==> src/rtl/fetch_stage.sv <==
// Instruction-fetch stage: owns the PC, runs the imem req/ack handshake and holds
// the IF/ID register, absorbing stalls and redirects (including mid-request ones).
module fetch_stage #(
   parameter logic [31:0] RESET_PC = 32'h0000_3000,
   parameter logic [31:0] NOP_WORD = 32'h0000_0000
) (
   input  logic        clk,
   input  logic        reset,
   output logic        imem_req,
   output logic [31:0] imem_addr,
   input  logic        imem_ack,
   input  logic [31:0] imem_rdata,
   input  logic        stall,
   input  logic        redirect,
   input  logic [31:0] redirect_pc,
   output logic        id_valid,
   output logic [31:0] id_instr,
   output logic [31:0] id_pc,
   output logic [31:0] id_pc4,
   output logic [5:0]  out_Op,
   output logic [5:0]  out_Func
);

   typedef enum logic [1:0] {
      FETCH = 2'd0,
      HOLD  = 2'd1,
      DROP  = 2'd2
   } state_t;

   function automatic logic [31:0] pc_inc(input logic [31:0] pc);
      return pc + 32'd4;
   endfunction

   state_t      state_q, state_d;
   logic        req_q, req_d;
   logic [31:0] req_pc_q, req_pc_d;
   logic [31:0] tgt_pc_q, tgt_pc_d;
   logic [31:0] skid_instr_q, skid_instr_d;
   logic [31:0] skid_pc_q, skid_pc_d;
   logic        id_valid_q, id_valid_d;
   logic [31:0] id_instr_q, id_instr_d;
   logic [31:0] id_pc_q, id_pc_d;
   logic [31:0] id_pc4_q, id_pc4_d;
   logic [31:0] redir_pc;
   logic        flush;

   assign redir_pc = redirect_pc & 32'hFFFF_FFFC;

   always_comb begin
      state_d      = state_q;
      req_pc_d     = req_pc_q;
      tgt_pc_d     = tgt_pc_q;
      skid_instr_d = skid_instr_q;
      skid_pc_d    = skid_pc_q;
      id_valid_d   = id_valid_q;
      id_instr_d   = id_instr_q;
      id_pc_d      = id_pc_q;
      id_pc4_d     = id_pc4_q;
      flush        = 1'b0;
      case (state_q)
         FETCH: begin
            if (imem_ack) begin
               if (redirect) begin
                  req_pc_d = redir_pc;
                  flush    = 1'b1;
               end else if (stall && id_valid_q) begin
                  skid_instr_d = imem_rdata;
                  skid_pc_d    = req_pc_q;
                  req_pc_d     = pc_inc(req_pc_q);
                  state_d      = HOLD;
               end else begin
                  id_valid_d = 1'b1;
                  id_instr_d = imem_rdata;
                  id_pc_d    = req_pc_q;
                  id_pc4_d   = pc_inc(req_pc_q);
                  req_pc_d   = pc_inc(req_pc_q);
               end
            end else if (redirect) begin
               // Keep req_pc so the outstanding address stays stable until ack.
               tgt_pc_d = redir_pc;
               state_d  = DROP;
               flush    = 1'b1;
            end else if (!stall) begin
               id_valid_d = 1'b0;
               id_instr_d = NOP_WORD;
            end
         end
         DROP: begin
            flush = 1'b1;
            if (imem_ack) begin
               req_pc_d = redirect ? redir_pc : tgt_pc_q;
               state_d  = FETCH;
            end else if (redirect) begin
               tgt_pc_d = redir_pc;
            end
         end
         HOLD: begin
            if (redirect) begin
               req_pc_d = redir_pc;
               flush    = 1'b1;
               state_d  = FETCH;
            end else if (!stall) begin
               id_valid_d = 1'b1;
               id_instr_d = skid_instr_q;
               id_pc_d    = skid_pc_q;
               id_pc4_d   = pc_inc(skid_pc_q);
               state_d    = FETCH;
            end
         end
         default: state_d = FETCH;
      endcase
      if (flush) begin
         id_valid_d = 1'b0;
         id_instr_d = NOP_WORD;
      end
      req_d = (state_d != HOLD);
   end

   always_ff @(posedge clk) begin
      if (reset) begin
         state_q      <= FETCH;
         req_q        <= 1'b1;
         req_pc_q     <= RESET_PC;
         skid_instr_q <= NOP_WORD;
         skid_pc_q    <= 32'd0;
         id_valid_q   <= 1'b0;
         id_instr_q   <= NOP_WORD;
         id_pc_q      <= 32'd0;
         id_pc4_q     <= 32'd0;
      end else begin
         state_q      <= state_d;
         req_q        <= req_d;
         req_pc_q     <= req_pc_d;
         skid_instr_q <= skid_instr_d;
         skid_pc_q    <= skid_pc_d;
         id_valid_q   <= id_valid_d;
         id_instr_q   <= id_instr_d;
         id_pc_q      <= id_pc_d;
         id_pc4_q     <= id_pc4_d;
      end
   end

   // Redirect target is always written before DROP reads it.
   always_ff @(posedge clk) begin
      tgt_pc_q <= tgt_pc_d;
   end

   assign imem_req  = req_q;
   assign imem_addr = req_pc_q;
   assign id_valid  = id_valid_q;
   assign id_instr  = id_instr_q;
   assign id_pc     = id_pc_q;
   assign id_pc4    = id_pc4_q;
   assign out_Op    = id_instr_q[31:26];
   assign out_Func  = id_instr_q[5:0];

endmodule

==> config.mk <==
export PLATFORM = sky130hd
export DESIGN_NAME = fetch_stage
export DESIGN_NICKNAME = d
export VERILOG_FILES = /design/src/rtl/fetch_stage.sv
export SDC_FILE = /design/constraint.sdc
export NUM_CORES = 1
export LEC_CHECK = 0
export CORE_MARGIN = 2
export CORE_UTILIZATION = 57
export CTS_CLUSTER_DIAMETER = 200
export CTS_CLUSTER_SIZE = 24
export DETAILED_ROUTE_END_ITERATION = 7
export HOLD_SLACK_MARGIN = 0.08
export PLACE_DENSITY_LB_ADDON = 0.2
export SETUP_SLACK_MARGIN = 0.2
export SYNTH_ARGS = -nofsm -noshare
export SYNTH_HDL_FRONTEND = slang
export SYNTH_SLANG_ARGS = --single-unit
==> constraint.sdc <==
create_clock -name clk -period 7.5 [get_ports clk]
set_input_delay 1.125 -clock clk [delete_from_list [all_inputs] [get_ports clk]]
set_output_delay 1.125 -clock clk [all_outputs]
set_load 0.01 [all_outputs]
==> metrics.txt <==
# TYPE chip_impl_metric gauge
chip_impl_metric{name="grt_first_pass_wirelength",unit="um"} 50000
chip_impl_metric{name="power.ir.vdd_worst",unit="mV"} 0.156
chip_impl_metric{name="cts_hold_buffers",unit=""} 0
chip_impl_metric{name="grt_max_degree",unit=""} 66
chip_impl_info{name="cts_root_buffer",value="sky130_fd_sc_hd__clkbuf_16"} 1
chip_impl_metric{name="worstMarginPinSlew",unit="ns"} 1.20
chip_impl_metric{name="cts.htree.levels",unit=""} 1
chip_impl_metric{name="path_clk_slew",unit="ns"} 0.09
chip_impl_info{name="grt_setup_unrepaired",value="no"} 1
chip_impl_info{name="synth_top_flop_cell",value="sky130_fd_sc_hd__dfxtp_1"} 1
chip_impl_info{name="hold_class",value="reg -> reg"} 1
chip_impl_info{name="run_status",value="complete, no violations"} 1
chip_impl_metric{name="yosys-mux-area-fraction",unit="%"} 6.53
chip_impl_metric{name="detail_route.vias_per_cell",unit=""} 6.16
chip_impl_metric{name="grt-ovfl-total",unit=""} 0
chip_impl_metric{name="antenna_cells_inserted",unit=""} 0
chip_impl_metric{name="initial_utilization",unit="%"} 57.7
chip_impl_metric{name="worst_slew_margin_rel",unit="%"} 19.8
chip_impl_metric{name="wirelength",unit="um"} 32300
chip_impl_metric{name="portBuffers",unit=""} 208
chip_impl_metric{name="ys_warn_count",unit=""} 0
chip_impl_metric{name="post-route-min-period",unit="ns"} 3.84
chip_impl_metric{name="dp_hpwl",unit="um"} 21700
chip_impl_metric{name="cap_viol_max_count",unit=""} 0
chip_impl_metric{name="dr.pass1.iters",unit=""} 7
chip_impl_metric{name="worst_ep_required_time",unit="ns"} 7.83
chip_impl_metric{name="via_count",unit=""} 10500
chip_impl_metric{name="final.setup_skew",unit="ns"} 0.0238
chip_impl_metric{name="post_synth_num_cell_types",unit=""} 65
chip_impl_metric{name="die_y",unit="um"} 144
chip_impl_metric{name="die_width",unit="um"} 144
chip_impl_info{name="synth_top_family_by_area",value="compound AO/OA/AOI/OAI gates"} 1
chip_impl_metric{name="synth_nets",unit=""} 1406
chip_impl_metric{name="synth-async-reset-ratio",unit="%"} 0
chip_impl_metric{name="place.gp.congestion",unit=""} 0.922
chip_impl_metric{name="regArea",unit="um^2"} 4840
chip_impl_metric{name="yosysTopAreaCellShare",unit="%"} 34.7
chip_impl_info{name="cts_tree",value="yes"} 1
chip_impl_info{name="worstSetupStartpointType",value="input port"} 1
chip_impl_metric{name="p_leak",unit="nW"} 4.42
chip_impl_metric{name="core_region_area",unit="um^2"} 19400
chip_impl_metric{name="rows",unit=""} 51
chip_impl_info{name="yosys-top-cells-area",value="sky130_fd_sc_hd__dfxtp_1 35%, sky130_fd_sc_hd__edfxtp_1 8.6%, sky130_fd_sc_hd__nand2_1 6.4%, sky130_fd_sc_hd__a21oi_1 6.0%, sky130_fd_sc_hd__a211oi_1 4.9%"} 1
chip_impl_metric{name="slowest_delay",unit="ns"} 1.03
chip_impl_info{name="critPathKind",value="in -> reg"} 1
chip_impl_metric{name="route.detailed.wl_per_inst",unit="um"} 19.0
chip_impl_metric{name="synth_cells",unit=""} 1331
chip_impl_metric{name="synthesis.area_per_instance",unit="um^2"} 8.41
chip_impl_metric{name="vias_in_the_first_global_route",unit=""} 9402
chip_impl_metric{name="rrSetupSlack",unit="ns"} 3.87
chip_impl_metric{name="final.period_utilization",unit="%"} 51.2
chip_impl_metric{name="area_delta_synth_final",unit="%"} 20.7
chip_impl_metric{name="dr.first_iter.drc_count",unit=""} 1000
chip_impl_info{name="yosysTopAreaCell",value="sky130_fd_sc_hd__dfxtp_1"} 1
chip_impl_metric{name="number_of_failing_hold_endpoints_at_the_final_stage",unit=""} 0
chip_impl_metric{name="worstPathArrival",unit="ns"} 4.17
chip_impl_metric{name="synth_edf_count",unit=""} 32
chip_impl_metric{name="clock.fmax",unit="GHz"} 0.260
chip_impl_info{name="cp_cell_sequence",value="clkdlybuf4s50_1 > buf_4 > o21ba_2 > or3_1 > nor2_1 > a21oi_1 > a31oi_1"} 1
chip_impl_metric{name="clk_latency",unit="ns"} 0.49
chip_impl_metric{name="hold_path_depth",unit=""} 2
chip_impl_metric{name="final.fill_count",unit=""} 1579
chip_impl_info{name="worst_reg2reg_endpoint",value="id_pc[5]"} 1
chip_impl_info{name="min_from",value="skid_instr_q[26]"} 1
chip_impl_metric{name="post_synthesis_instance_area",unit="um^2"} 11200
chip_impl_metric{name="place.detailed.instances",unit=""} 1679
chip_impl_metric{name="drive_gt1_share",unit="%"} 5.45
chip_impl_metric{name="instances_no_fill",unit=""} 1697
chip_impl_metric{name="antenna_violating_nets_post_route",unit=""} 0
chip_impl_metric{name="drc_errors",unit=""} 0
chip_impl_metric{name="cts-buffers-inserted",unit=""} 13
chip_impl_info{name="hold-path-endpoint",value="skid_instr_q[26]"} 1
chip_impl_metric{name="synth_adder_area_share",unit="%"} 0.671
chip_impl_metric{name="timing.final.ws_setup",unit="ns"} 3.66
chip_impl_metric{name="pre_cts_slack",unit="ns"} 3.24
chip_impl_metric{name="grt_antenna_before_repair",unit=""} 0
chip_impl_metric{name="xor_xnor_cell_area_share_of_the_yosys_netlist",unit="%"} 2.66
chip_impl_info{name="slowest_stage",value="sky130_fd_sc_hd__or3_1"} 1
chip_impl_metric{name="finalSetupViolCount",unit=""} 0
chip_impl_metric{name="synth_simple_gate_area_share",unit="%"} 19.9
chip_impl_metric{name="cp_max_fo",unit=""} 36
chip_impl_metric{name="cts.repair.resized",unit=""} 0
chip_impl_metric{name="r2r.worst_path.cells",unit=""} 9
chip_impl_metric{name="power-per-cell-area",unit="nW/um^2"} 185
chip_impl_metric{name="cts.sink_count",unit=""} 226
chip_impl_metric{name="multi_input_area",unit="um^2"} 5730
chip_impl_metric{name="setup_tns",unit="ns"} 0
chip_impl_metric{name="boundaryPins",unit=""} 211
chip_impl_metric{name="overall_routing_resource_usage",unit="%"} 30.0
chip_impl_metric{name="die-area",unit="um^2"} 20800
chip_impl_info{name="r2r-start",value="state_q[1]"} 1
chip_impl_metric{name="cts.repair_timing.setup_buffer_count",unit=""} 0
chip_impl_metric{name="synth_sequential_area_ratio",unit="%"} 43.3
chip_impl_metric{name="cts.path.max_buffers",unit=""} 3
chip_impl_metric{name="final_nets",unit=""} 1504
chip_impl_metric{name="report.final.slew_viol_count",unit=""} 0
chip_impl_metric{name="synth_seq_cells",unit=""} 226
chip_impl_info{name="critical_path.endpoint_type",value="flip-flop"} 1
chip_impl_metric{name="synth-compound-area-share",unit="%"} 21.1
## cell usage in the layout (no fill, tap or decap), types with 10 or more instances in the layout
cell type / netlist / routed
sky130_fd_sc_hd__clkdlybuf4s50_1: 0 / 206
sky130_fd_sc_hd__dfxtp_1: 194 / 194
sky130_fd_sc_hd__nand2_1: 191 / 191
sky130_fd_sc_hd__a21oi_1: 135 / 135
sky130_fd_sc_hd__nor2_1: 110 / 109
sky130_fd_sc_hd__a211oi_1: 73 / 72
sky130_fd_sc_hd__o21ai_0: 40 / 40
sky130_fd_sc_hd__mux2i_1: 37 / 37
sky130_fd_sc_hd__and3_1: 35 / 35
sky130_fd_sc_hd__mux2_2: 32 / 32
sky130_fd_sc_hd__edfxtp_1: 32 / 32
sky130_fd_sc_hd__nand3_1: 28 / 28
sky130_fd_sc_hd__nor3_1: 25 / 23
sky130_fd_sc_hd__inv_1: 18 / 18
sky130_fd_sc_hd__nand4_1: 18 / 18
sky130_fd_sc_hd__xnor2_1: 17 / 17
sky130_fd_sc_hd__nor4_1: 17 / 17
sky130_fd_sc_hd__xor2_1: 17 / 17
sky130_fd_sc_hd__buf_4: 16 / 15
sky130_fd_sc_hd__or3_1: 15 / 14
sky130_fd_sc_hd__clkbuf_16: 0 / 13
sky130_fd_sc_hd__a22oi_1: 11 / 11
sky130_fd_sc_hd__o211ai_1: 10 / 10
## metal layers
metal  track usage, %  wire length, um  vias to the layer above
met4             9.04              756                        0
met3             3.94             2890                       50
met5                0                0                        -
met1             42.9            13900                     4916
li1                 -                -                     4984
met2             47.7            14800                      504
## area by class of cell
cell class	count	share of cell area [%]
Clock buffer	17	2.52
Inverter	19	0.528
Tap cell	265	2.45
Sequential cell	226	35.9
Timing Repair Buffer	222	16.1
Multi-Input combinational cell	947	42.4
Clock inverter	1	0.120
## sequential cells by signal, summed over array words and instances (netlist names)
name / count
imem_addr: 32
tgt_pc_q: 32
id_pc4: 30
id_instr: 32
state_q: 2
id_pc: 32
skid_pc_q: 32
imem_req: 1
id_valid: 1
skid_instr_q: 32
## stage by stage
| stage | area (um^2) | util (%) | power [mW] | hold slack, ns |
|---|---|---|---|---|
| after floorplan | 11200 | - | 1.59 | 0.436 |
| after global placement | 13200 | 67.8 | 1.77 | 0.442 |
| after detailed placement | 13200 | 67.8 | 1.78 | 0.447 |
| after CTS | 13500 | 69.7 | 2.50 | 0.460 |
| after global routing | 13500 | 69.7 | 2.59 | 0.477 |
| final | 13500 | 69.7 | 2.49 | 0.458 |
## worst max-delay path, delay by kind of cell
family / cells / cell delay [ns]
simple gates: 2 / 1.14
buf+inv: 2 / 0.64
compound gates: 3 / 1.23
## synthesized netlist by cell type, drive strengths merged, types with 5 or more instances
library cell  count
a211oi           73
a21oi           135
a221o             8
a221oi            8
a222oi            8
a22oi            11
a31oi             9
and3             35
and4              8
buf              37
clkbuf          102
dfxtp           194
edfxtp           32
ha                6
inv              18
mux2             32
mux2i            37
nand2           191
nand2b            5
nand3            28
nand4            20
nor2            110
nor3             25
nor4             17
o211ai           10
o21a              9
o21ai            40
o31a              7
o32ai             6
or3              16
or4              10
xnor2            17
xor2             17
## power breakdown
part | total (mW) | internal (mW) | switching, mW
combinational | 0.407 | 0.195 | 0.213
sequential | 1.35 | 1.29 | 0.0630
clock | 0.736 | 0.327 | 0.408
total | 2.49 | 1.81 | 0.684
## worst max-delay path by stage
stage              from            end  cells after the start
2_1_floorplan  imem_ack   imem_addr[2]                      8
3_3_place_gp   imem_ack  imem_addr[29]                      7
3_5_place_dp   imem_ack  imem_addr[29]                      7
4_1_cts        imem_ack  imem_addr[29]                      7
5_1_grt        imem_ack  imem_addr[18]                      6
6_report       imem_ack  imem_addr[29]                      7
## cells by family after synthesis
kind of cell    Yosys count
flops                   226
xor+xnor                 34
fa+ha+maj                 6
compound gates          361
mux                      69
buf+inv                 158
simple gates            477
Power figures use the tool's default switching activity.
==> edit 1, RTL diff (same settings) <==
Make the reset (`reset`) asynchronous in one clocked block.
--- a/src/rtl/fetch_stage.sv
+++ b/src/rtl/fetch_stage.sv
@@ -117,5 +117,5 @@
    end
 
-   always_ff @(posedge clk) begin
+   always_ff @(posedge clk or posedge reset) begin
       if (reset) begin
          state_q      <= FETCH;
Formal check against the unedited RTL: not equivalent (Yosys sat finds a counterexample within 4 cycles, from zero or initial values and one cycle with reset high; the reset may be asserted at any time).
==> edit 1 against the unedited design <==
Synthesized area increased by 4.9%; worst setup slack got worse by 0.13 ns; register-to-register slack got worse by 0.34 ns; design area increased by 4.8%; wire length decreased by 3.8%; global-route usage decreased by 1.6 points; die area increased by 4.7%; sequential cell count unchanged; critical endpoint is now id_pc4[26].
Power is not compared: it rests on default switching activity, and its combinational part moved more than twofold at a synthesized area within 25%.
==> edit 1: results (changes against the unedited design) <==
[setup_path]
worstPathMaxFanout=79  ; +120%
cp-startpoint=state_q[1]
cp.arrival_ns=4.35  ; +0.18 ns
cpPeakStageDelay_ns=0.85  ; -0.18 ns
endpoint_kind=register
cpMaxStageDelayCell=buf_4
r2r-end=id_pc4[26]
crit_family=buffers and inverters
r2r_slack_ns=3.53  ; -0.34 ns
rr_worst_depth=10  ; +1

[placement]
placed_cell_area_sq_um=13810  ; +5.0%
gp_congestion=0.8775  ; -4.9%
dp_hpwl_um=21650  ; -0.39%

[synth]
syn_nets=1228  ; -13%
yosysSeqAreaShare_pct=49.56  ; +6.3 points
ys_top_cells_by_count=dfrtp_1 (191), nand2_1 (150), o21ai_0 (111), mux2_2 (84), clkbuf_1 (57)
yosys_warnings=0  ; unchanged
ys_top_cells_by_area=dfrtp_1 (41%), edfxtp_1 (8.2%), mux2_2 (8.1%)
synth_top_cell_area_share_pct=40.71  ; +6.0 points
synth.distinct_cells=68  ; +4.6%
async_reset_ff_share_pct=85.84  ; +86 points

[sta]
clock_skew_ns=0.02504  ; +0.001253 ns
relSlewSlack_pct=25.42  ; +5.6 points

[power]
power_leakage_uw=0.005762

[global_routing]
first_global_vias=8993  ; -4.4%
grt_max_degree=117  ; +77%
grt_pass1_wl_um=49700  ; -0.51%
track_usage_pct=28.42  ; -1.6 points

[detailed_routing]
vias=9538  ; -8.8%
routed_wl_um=31050  ; -3.8%
drt_iter0_drc=835  ; -17%
drtPass1Iterations=5  ; -2

[hold_path]
hp-start=id_instr[19]
min_to=id_instr[19]

[final_layout]
nets=1358  ; -9.7%
drive_gt1_share_pct=10.90  ; +5.5 points

[run_status]
outcome=completed

## edit 1: through the flow
step | instances | util (%) | setup slack, ns | hold WS [ns]
after CTS | 1554 | 69.99 | 3.562 | 0.4876
final | 1554 | 69.99 | 3.527 | 0.4838
after global placement | 1537 | 68.24 | 3.241 | 0.4582
after detailed placement | 1537 | 68.24 | 3.221 | 0.4656
after floorplan | 1152 | - | 1.096 | 0.4805
after global routing | 1554 | 69.99 | 3.301 | 0.5040
## edit 1: kinds of logic after synthesis
family          after synthesis  synth area share (%)
flops                       226                 49.56
mux                         129                 11.89
compound gates              309                 16.66
xor+xnor                     54                 4.028
buf+inv                     133                 5.126
fa+ha+maj                     7                0.7459
simple gates                294                 11.99
## edit 1: area by class of cell
type	instances	area [sq um]
clock buffer	16	336.6
multi-input combinational	793	5360
inverter	25	101.3
timing repair buffer	223	2190
clock inverter	1	16.27
tap	270	337.8
sequential	226	5819
fill	1565	6073
## edit 1: per-layer routing
layer	global-route usage (%)	share of wire [%]	up-vias
met2	43.33	46	390
met4	5.000	1.3	0
met1	43.60	45	4721
met5	0	0	-
met3	4.753	7.7	29
li1	-	-	4398
## edit 1: power breakdown
group	switching (uW)	internal, uW
sequential	507	1700
combinational	941	985
clock	400	325
total	1850	3010
## edit 1: tightest hold or removal path: stages, from the launching register on
cell and delay, ns:
dfrtp_1 0.35, nand2_1 0.05, o31ai_1 0.05
==> edit 2, RTL diff (same flow settings) <==
Made on the original files. Set the parameter `RESET_PC` to 32'h00002400 (it was 32'h0000_3000).
--- a/src/rtl/fetch_stage.sv
+++ b/src/rtl/fetch_stage.sv
@@ -2,5 +2,5 @@
 // the IF/ID register, absorbing stalls and redirects (including mid-request ones).
 module fetch_stage #(
-   parameter logic [31:0] RESET_PC = 32'h0000_3000,
+   parameter logic [31:0] RESET_PC = 32'h00002400,
    parameter logic [31:0] NOP_WORD = 32'h0000_0000
 ) (
Check against the original RTL: not equivalent (a bounded check fails within 4 cycles, from zero or initial values and one cycle with reset high).
==> edit 2 against the unedited design <==
Power down 0.19%; fmax up 1.1%; hold slack about the same; synthesized area up 1.1%; clock skew up 0.0084 ns; count of clock-buffer cells in the layout down 1; sequential cell count unchanged; design area up 0.53%; core utilization up 0.14 points; worst setup slack better by 0.042 ns; wire length down 0.65%; critical path depth down 1; largest cell class unchanged; largest power group unchanged.
==> edit 2: results (changes against the unedited design) <==
[final_layout]
n_antenna_cell=0  ; unchanged
nets=1492  ; -0.80%
n_fill_cell=1608  ; +1.8%
drive_gt1_share_pct=5.426  ; -0.021 points
stdcell_count=1684  ; -0.77%

[setup_path]
reg2reg_from=state_q[1]
cp.arrival_ns=4.19  ; +0.02 ns
rr_worst_depth=8  ; -1
worstSetupEndpoint=imem_addr[17]
cp-startpoint=imem_ack
cpPeakStageDelay_ns=0.98  ; -0.05 ns
r2r-end=id_pc4[4]
worstPathMaxFanout=37  ; +2.8%
cpMaxStageDelayCell=or3_1
r2r_slack_ns=3.77  ; -0.10 ns

[power]
p_seq_share_pct=54.5  ; +0.3 points
peakVddDrop_v=0.0001540  ; -1.1%
fin_total_pwr_uw=2490  ; -0.19%
power_leakage_uw=0.004505  ; +2.0%
pwr-share-comb_pct=16.4
switching_share_pct=27.19  ; -0.23 points

[sta]
clock_skew_ns=0.03219  ; +0.008409 ns
worst_slack_ns=3.700  ; +0.04250 ns
relSlewSlack_pct=23.79  ; +3.9 points

[placement]
place_ws_ns=3.192  ; -0.05241 ns
dp_hpwl_um=22000  ; +1.2%
placed_cell_area_sq_um=13230  ; +0.57%
gp_congestion=0.9339  ; +1.2%

[global_routing]
grt_pass1_wl_um=49710  ; -0.50%
met3_usage_pct=3.751  ; -0.19 points
use_met1_pct=42.23  ; -0.65 points
grt_max_degree=75  ; +14%
track_usage_pct=29.58  ; -0.44 points
first_global_vias=9332  ; -0.74%
grt_use_met2_pct=47.89  ; +0.17 points

[cts]
post-cts-setup-buffers=0  ; unchanged
clk-insertion-delay-late_ns=0.48
cts_max_path_buffers=3  ; unchanged
clk_pin_slew_ns=0.10
ctsResizeCount=0  ; unchanged
cts_root_buffer=clkbuf_16
cts_max_level=1  ; unchanged

[synth]
yosys_warnings=0  ; unchanged
synth_edf_count=32  ; unchanged
yosysSeqAreaShare_pct=42.83  ; -0.45 points
ys_top_cells_by_area=dfxtp_1 (34%), edfxtp_1 (8.5%), nand2_1 (6.0%)
synth.distinct_cells=77  ; +18%
ys_top_cells_by_count=dfxtp_1 (194), nand2_1 (182), a21oi_1 (128), nor2_1 (110), clkbuf_1 (73)
postSynthCellCount=1317  ; -1.1%
syn_nets=1392  ; -1.0%

[run_status]
outcome=completed

[detailed_routing]
drt_iter0_drc=928  ; -7.2%
wl_met2_um=14800  ; +0.30%
met1Wirelength_um=13650  ; -1.7%
vias=10360  ; -0.93%
drtPass1Iterations=5  ; -2
highest_layer=met4
routed_wl_um=32080  ; -0.65%
wl_met3_um=2954  ; +2.2%

==> edit 2: cell types whose count changed after synthesis, sizes merged, moves of 5 or more <==
| cell | delta |
|---|---|
| inv | -5 |
| buf | +24 |
| and3 | +7 |
| nand2 | -9 |
| a21oi | -7 |
| mux2i | +5 |
| o21ai | -10 |
| a222oi | -5 |
| a221o | +5 |
| nor4 | -7 |
| clkbuf | -28 |
==> edit 2: how the worst min path moves through the flow <==
stage | startpoint | end | slack (ns) | depth (start not counted)
2_1_floorplan | skid_pc_q[0] | skid_pc_q[0] | 0.44 | 2
3_3_place_gp | id_pc4[5] | id_pc4[5] | 0.44 | 2
3_5_place_dp | skid_instr_q[21] | skid_instr_q[21] | 0.45 | 2
4_1_cts | id_pc4[5] | id_pc4[5] | 0.46 | 2
5_1_grt | skid_instr_q[13] | skid_instr_q[13] | 0.48 | 2
6_report | skid_instr_q[17] | skid_instr_q[17] | 0.46 | 2
==> edit 2: cell type report <==
cell class                      instances  area (sq um)  area share [%]
Tap cell                              265         331.6           2.441
Inverter                               14         52.55          0.3868
Multi-Input combinational cell        942          5838           42.98
Clock buffer                           16         336.6           2.478
Clock inverter                          1         16.27          0.1197
Timing Repair Buffer                  220          2165           15.93
Sequential cell                       226          4845           35.66
==> edit 2: logic make-up (layout without fill, tap and decap cells) <==
kind of cell	after synthesis	count (layout)	synth area share [%]
flops	226	226	42.83
compound gates	348	348	20.68
mux	72	72	6.703
xor+xnor	35	35	2.710
simple gates	481	481	20.51
buf+inv	149	251	5.906
fa+ha+maj	6	6	0.6636
==> edit 2: tightest hold or removal path, delay by kind of cell, from the launching register on <==
family	cells	cell delay (ns)
flops	1	0.32
simple gates	1	0.05
compound gates	1	0.05
